[config.mk]
export PLATFORM = sky130hd
export DESIGN_NAME = mul_div_unit
export DESIGN_NICKNAME = d
export VERILOG_FILES = /design/src/rtl/mul_div_unit.sv
export SDC_FILE = /design/constraint.sdc
export NUM_CORES = 1
export LEC_CHECK = 0
export ABC_AREA = 1
export CAP_MARGIN = 10
export CORE_UTILIZATION = 30
export DETAILED_ROUTE_END_ITERATION = 8
export SKIP_LAST_GASP = 1
export SLEW_MARGIN = 0
export SYNTH_ARGS = -nofsm -noshare
export SYNTH_HDL_FRONTEND = slang
export SYNTH_SLANG_ARGS = --single-unit
export TNS_END_PERCENT = 30
[constraint.sdc]
create_clock -name clk -period 17 [get_ports clk]
set_clock_uncertainty 0.05 [all_clocks]
set_input_delay 1.7 -clock clk [delete_from_list [all_inputs] [get_ports clk]]
set_output_delay 1.7 -clock clk [all_outputs]
set_load 0.005 [all_outputs]
[src/rtl/mul_div_unit.sv]
// Iterative radix-2 multiply/divide unit feeding the register-file write port.
// One shift-add (multiply) or restoring (divide) step per clock over WIDTH cycles.
module mul_div_unit #(
  parameter int unsigned WIDTH    = 32,
  parameter int unsigned REG_BITS = 5
) (
  input  logic                clk,
  input  logic                reset,
  input  logic                start,
  input  logic [1:0]          op,
  input  logic [WIDTH-1:0]    src_a,
  input  logic [WIDTH-1:0]    src_b,
  input  logic [REG_BITS-1:0] dest_reg,
  output logic                busy,
  output logic                done,
  output logic [WIDTH-1:0]    result_lo,
  output logic [WIDTH-1:0]    result_hi,
  output logic [REG_BITS-1:0] wb_reg,
  output logic [WIDTH-1:0]    wb_data,
  output logic                wb_en
);

  localparam int unsigned CW = (WIDTH > 1) ? $clog2(WIDTH) : 1;

  typedef enum logic [1:0] {
    IDLE,
    RUN,
    DONE
  } state_e;

  state_e state_q, state_d;

  logic                is_div_q,   is_div_d;
  logic                neg_res_q,  neg_res_d;
  logic                neg_rem_q,  neg_rem_d;
  logic                div_zero_q, div_zero_d;
  logic [REG_BITS-1:0] dest_q,     dest_d;
  logic [WIDTH-1:0]    hi_q,       hi_d;
  logic [WIDTH-1:0]    lo_q,       lo_d;
  logic [WIDTH-1:0]    opnd_q,     opnd_d;
  logic [CW-1:0]       cnt_q,      cnt_d;
  logic [WIDTH-1:0]    res_lo_q,   res_lo_d;
  logic [WIDTH-1:0]    res_hi_q,   res_hi_d;
  logic [REG_BITS-1:0] wb_reg_q,   wb_reg_d;

  logic                last_step;
  logic                sign_a, sign_b;
  logic [WIDTH-1:0]    a_mag, b_mag;

  logic [WIDTH:0]      mul_sum;
  logic [WIDTH-1:0]    mul_hi, mul_lo;
  logic [WIDTH:0]      div_shift;
  logic                div_ge;
  logic [WIDTH-1:0]    div_diff;
  logic [WIDTH-1:0]    div_hi, div_lo;
  logic [WIDTH-1:0]    step_hi, step_lo;
  logic [2*WIDTH-1:0]  prod, prod_neg;
  logic [WIDTH-1:0]    fix_hi, fix_lo;

  assign last_step = (cnt_q == CW'(WIDTH - 1));

  // Operand conditioning at issue: signed ops work on magnitudes plus sign flags.
  always_comb begin
    sign_a = op[0] & src_a[WIDTH-1];
    sign_b = op[0] & src_b[WIDTH-1];
    a_mag  = sign_a ? (~src_a + 1'b1) : src_a;
    b_mag  = sign_b ? (~src_b + 1'b1) : src_b;
  end

  // Multiply: {hi,lo} holds partial product and remaining multiplier bits.
  // Divide:   hi is the partial remainder, lo shifts dividend out / quotient in.
  always_comb begin
    mul_sum   = {1'b0, hi_q} + (lo_q[0] ? {1'b0, opnd_q} : '0);
    mul_hi    = mul_sum[WIDTH:1];
    mul_lo    = {mul_sum[0], lo_q[WIDTH-1:1]};
    div_shift = {hi_q, lo_q[WIDTH-1]};
    div_ge    = (div_shift >= {1'b0, opnd_q});
    div_diff  = div_shift[WIDTH-1:0] - opnd_q;
    div_hi    = div_ge ? div_diff : div_shift[WIDTH-1:0];
    div_lo    = {lo_q[WIDTH-2:0], div_ge};
    step_hi   = is_div_q ? div_hi : mul_hi;
    step_lo   = is_div_q ? div_lo : mul_lo;
  end

  // Sign fix-up on the final step; divide-by-zero forces an all-ones quotient.
  always_comb begin
    prod     = {step_hi, step_lo};
    prod_neg = ~prod + 1'b1;
    fix_hi   = step_hi;
    fix_lo   = step_lo;
    if (!is_div_q) begin
      if (neg_res_q) begin
        fix_hi = prod_neg[2*WIDTH-1:WIDTH];
        fix_lo = prod_neg[WIDTH-1:0];
      end
    end else begin
      if (div_zero_q) begin
        fix_lo = '1;
      end else if (neg_res_q) begin
        fix_lo = ~step_lo + 1'b1;
      end
      if (neg_rem_q) begin
        fix_hi = ~step_hi + 1'b1;
      end
    end
  end

  always_ff @(posedge clk or posedge reset) begin
    if (reset) begin
      state_q <= IDLE;
    end else begin
      state_q <= state_d;
    end
  end

  always_comb begin
    state_d = state_q;
    unique case (state_q)
      IDLE:    if (start) state_d = RUN;
      RUN:     if (last_step) state_d = DONE;
      DONE:    state_d = IDLE;
      default: state_d = IDLE;
    endcase
  end

  always_comb begin
    busy  = (state_q != IDLE);
    done  = (state_q == DONE);
    wb_en = (state_q == DONE) && (wb_reg_q != '0);
  end

  always_comb begin
    is_div_d   = is_div_q;
    neg_res_d  = neg_res_q;
    neg_rem_d  = neg_rem_q;
    div_zero_d = div_zero_q;
    dest_d     = dest_q;
    hi_d       = hi_q;
    lo_d       = lo_q;
    opnd_d     = opnd_q;
    cnt_d      = cnt_q;
    res_lo_d   = res_lo_q;
    res_hi_d   = res_hi_q;
    wb_reg_d   = wb_reg_q;
    if (state_q == IDLE && start) begin
      is_div_d   = op[1];
      neg_res_d  = sign_a ^ sign_b;
      neg_rem_d  = sign_a;
      div_zero_d = (src_b == '0);
      dest_d     = dest_reg;
      hi_d       = '0;
      lo_d       = a_mag;
      opnd_d     = b_mag;
      cnt_d      = '0;
    end else if (state_q == RUN) begin
      hi_d  = step_hi;
      lo_d  = step_lo;
      cnt_d = cnt_q + 1'b1;
      if (last_step) begin
        res_lo_d = fix_lo;
        res_hi_d = fix_hi;
        wb_reg_d = dest_q;
      end
    end
  end

  always_ff @(posedge clk or posedge reset) begin
    if (reset) begin
      is_div_q   <= 1'b0;
      neg_res_q  <= 1'b0;
      neg_rem_q  <= 1'b0;
      div_zero_q <= 1'b0;
      dest_q     <= '0;
      hi_q       <= '0;
      lo_q       <= '0;
      opnd_q     <= '0;
      cnt_q      <= '0;
      res_lo_q   <= '0;
      res_hi_q   <= '0;
      wb_reg_q   <= '0;
    end else begin
      is_div_q   <= is_div_d;
      neg_res_q  <= neg_res_d;
      neg_rem_q  <= neg_rem_d;
      div_zero_q <= div_zero_d;
      dest_q     <= dest_d;
      hi_q       <= hi_d;
      lo_q       <= lo_d;
      opnd_q     <= opnd_d;
      cnt_q      <= cnt_d;
      res_lo_q   <= res_lo_d;
      res_hi_q   <= res_hi_d;
      wb_reg_q   <= wb_reg_d;
    end
  end

  assign result_lo = res_lo_q;
  assign result_hi = res_hi_q;
  assign wb_data   = res_lo_q;
  assign wb_reg    = wb_reg_q;

endmodule

==> results_dict.tcl <==
set metrics [dict create \
    status "finished, final reports clean" \
    vias 18200 \
    fin_tns_setup_ns 0 \
    synthCells 2705 \
    critPathCaptureType "flop" \
    fp-row-count 87 \
    synth_most_common_cell "nand2_1" \
    core_area_sq_um 56700 \
    via_per_inst 5.11 \
    period_minus_slack_ns 4.75 \
    synth_top_area_share_pct 26.1 \
    final-max-slew-violation-count 0 \
    dp_hpwl_microns 52800 \
    whs_ns 0.438 \
    overflow 0 \
    wire_per_inst_microns 18.5 \
    nets 2949 \
    finalWirelength_microns 66200 \
    post-route-period-util_pct 28.0 \
    portBuffers 177 \
    path_common_cell "nand2_1" \
    cts-resized-gates 0 \
    synthTopCellsByArea "dfrtp_1 26%, nand2_1 16%, inv_1 8.6%" \
    async_flop_share_pct 100 \
    root_buffer "clkbuf_16" \
    ys_types 66 \
    ant_nets 0 \
    start_util_pct 30.6 \
    grt_max_degree 110 \
    critical_path.max_fanout 29 \
    min_path_cells 2 \
    synth_commonest_cells "753 x nand2_1, 396 x inv_1, 226 x o21ai_0, 224 x nor2_1, 188 x nand3_1" \
    postCtsSetupRepairBufs 0 \
    clk_latency_ns 0.49 \
    synth_area_sq_um 17300 \
    slew-limit-headroom_pct 20.5 \
    diodes 0 \
    reg2reg_depth 28 \
    synth_fp_nets 2851 \
    setup_viol 0 \
    antenna_found_initial 0 \
    cts_max_level 4 \
    yosysWarnings 0 \
    synth_seq_cells 181 \
    slowest_stage "dfrtp_1" \
    rsz0062_at_grt "no" \
    hold_viol 0 \
    cts_tree "yes" \
    dominantRegCellSynth "dfrtp_1" \
    max_stage_delay_ns 0.52 \
    dieHeight_microns 242 \
    hp-class "reg -> reg" \
    setup.worst_path.class "reg -> reg" \
    layout-drive-gt1-share_pct 6.43 \
    grt_pass1_wl_microns 102000 \
    start_kind "flop" \
    yosys.area.top_type "dfrtp_1" \
    ios 178 \
    grt_util_all_layers_pct 22.4 \
    maxCapViolCount 0 \
    clock_sinks 181 \
    drtPass1Iterations 5 \
    hold_buffers 0 \
    worstPathArrival_ns 5.08 \
    drc 0 \
    synth.avg_cell_area_sq_um 6.41 \
    tightest_slew_ns 1.19 \
    cts_buffers 17 \
    required_ns 17.32 \
    dieArea_sq_um 58700 \
    gp_congestion 1.04 \
    area_growth_pct 15.4 \
    path_clk_slew_ns 0.09 \
    clock_path_buffers 2 \
    synth-edff-count 0 \
    dr.first_iter.drc_count 1881 \
    max_freq_mhz 210 \
    dieWidth_microns 242 \
    seq_area_frac_synth_pct 26.1 \
    grt_pass1_vias 17100 \
]
-- worst paths after layout --
| kind | slack, ns | to | from |
|---|---|---|---|
| min in group asynchronous | 1.73 | opnd_q[23] | reset |
| max reg2reg | 12.25 | result_hi[28] | hi_q[15] |
| max | 12.25 | result_hi[28] | hi_q[15] |
| min | 0.44 | result_hi[30] | result_hi[30] |
| max in group asynchronous | 13.54 | is_div_q | reset |
| min reg2reg | 0.44 | result_hi[30] | result_hi[30] |
-- worst max-delay path: cells and delay by family (launching register included) --
family | cells | cell delay (ns)
buffers and inverters | 3 | 0.20
adder cells (fa/ha/maj) | 2 | 0.63
flip-flops | 1 | 0.52
AND/OR/NAND/NOR | 21 | 2.83
AO/OA/AOI/OAI | 2 | 0.40
-- area by class of cell --
cell class,count,area [sq um]
timing repair buffer,194,1900
clock buffer,17,425
clock inverter,15,178
tap,756,946
inverter,414,1580
multi-input combinational,1995,10500
sequential,181,4530
fill,6108,36700
-- layer usage --
metal / vias to the layer above / part of all wire (%) / GRT usage (%)
li1: 8899 / - / -
met1: 8509 / 43 / 28.8
met2: 709 / 46 / 36.9
met4: 0 / 4.5 / 10.5
met5: - / 0 / 0
met3: 125 / 6.5 / 2.87
-- kinds of logic after synthesis --
logic type      synth area share (%)
xor+xnor                        4.50
compound gates                  14.6
buf+inv                         13.6
flops                           26.1
fa+ha+maj                       5.28
simple gates                    35.9
-- placed cells by master (no fill, tap or decap), drive strengths merged, types with 11 or more instances in the layout --
master,instances
a2bb2oi,14
nand3,209
buf,17
inv,416
nand4,68
clkdlybuf4s50,177
clkinv,11
dfrtp,181
o21ai,265
xor2,72
o22ai,19
nand2,776
nor3,39
nor2,259
or2,11
a21oi,101
clkbuf,17
xnor2,17
ha,70
-- per-stage QoR --
stage / setup slack, ns / area (sq um) / cells / utilization (%)
final: 12.25 / 20000 / 3572 / 35.3
after global routing: 11.92 / 20000 / 3572 / 35.3
after CTS: 12.38 / 20000 / 3572 / 35.3
after detailed placement: 12.28 / 19400 / 3540 / 34.2
after global placement: 12.35 / 19400 / 3540 / 34.2
after floorplan: 10.33 / 17300 / 2705 / -
Power is not shown: default switching activity piles up to over one toggle a cycle in this logic, so the estimate is an artifact.
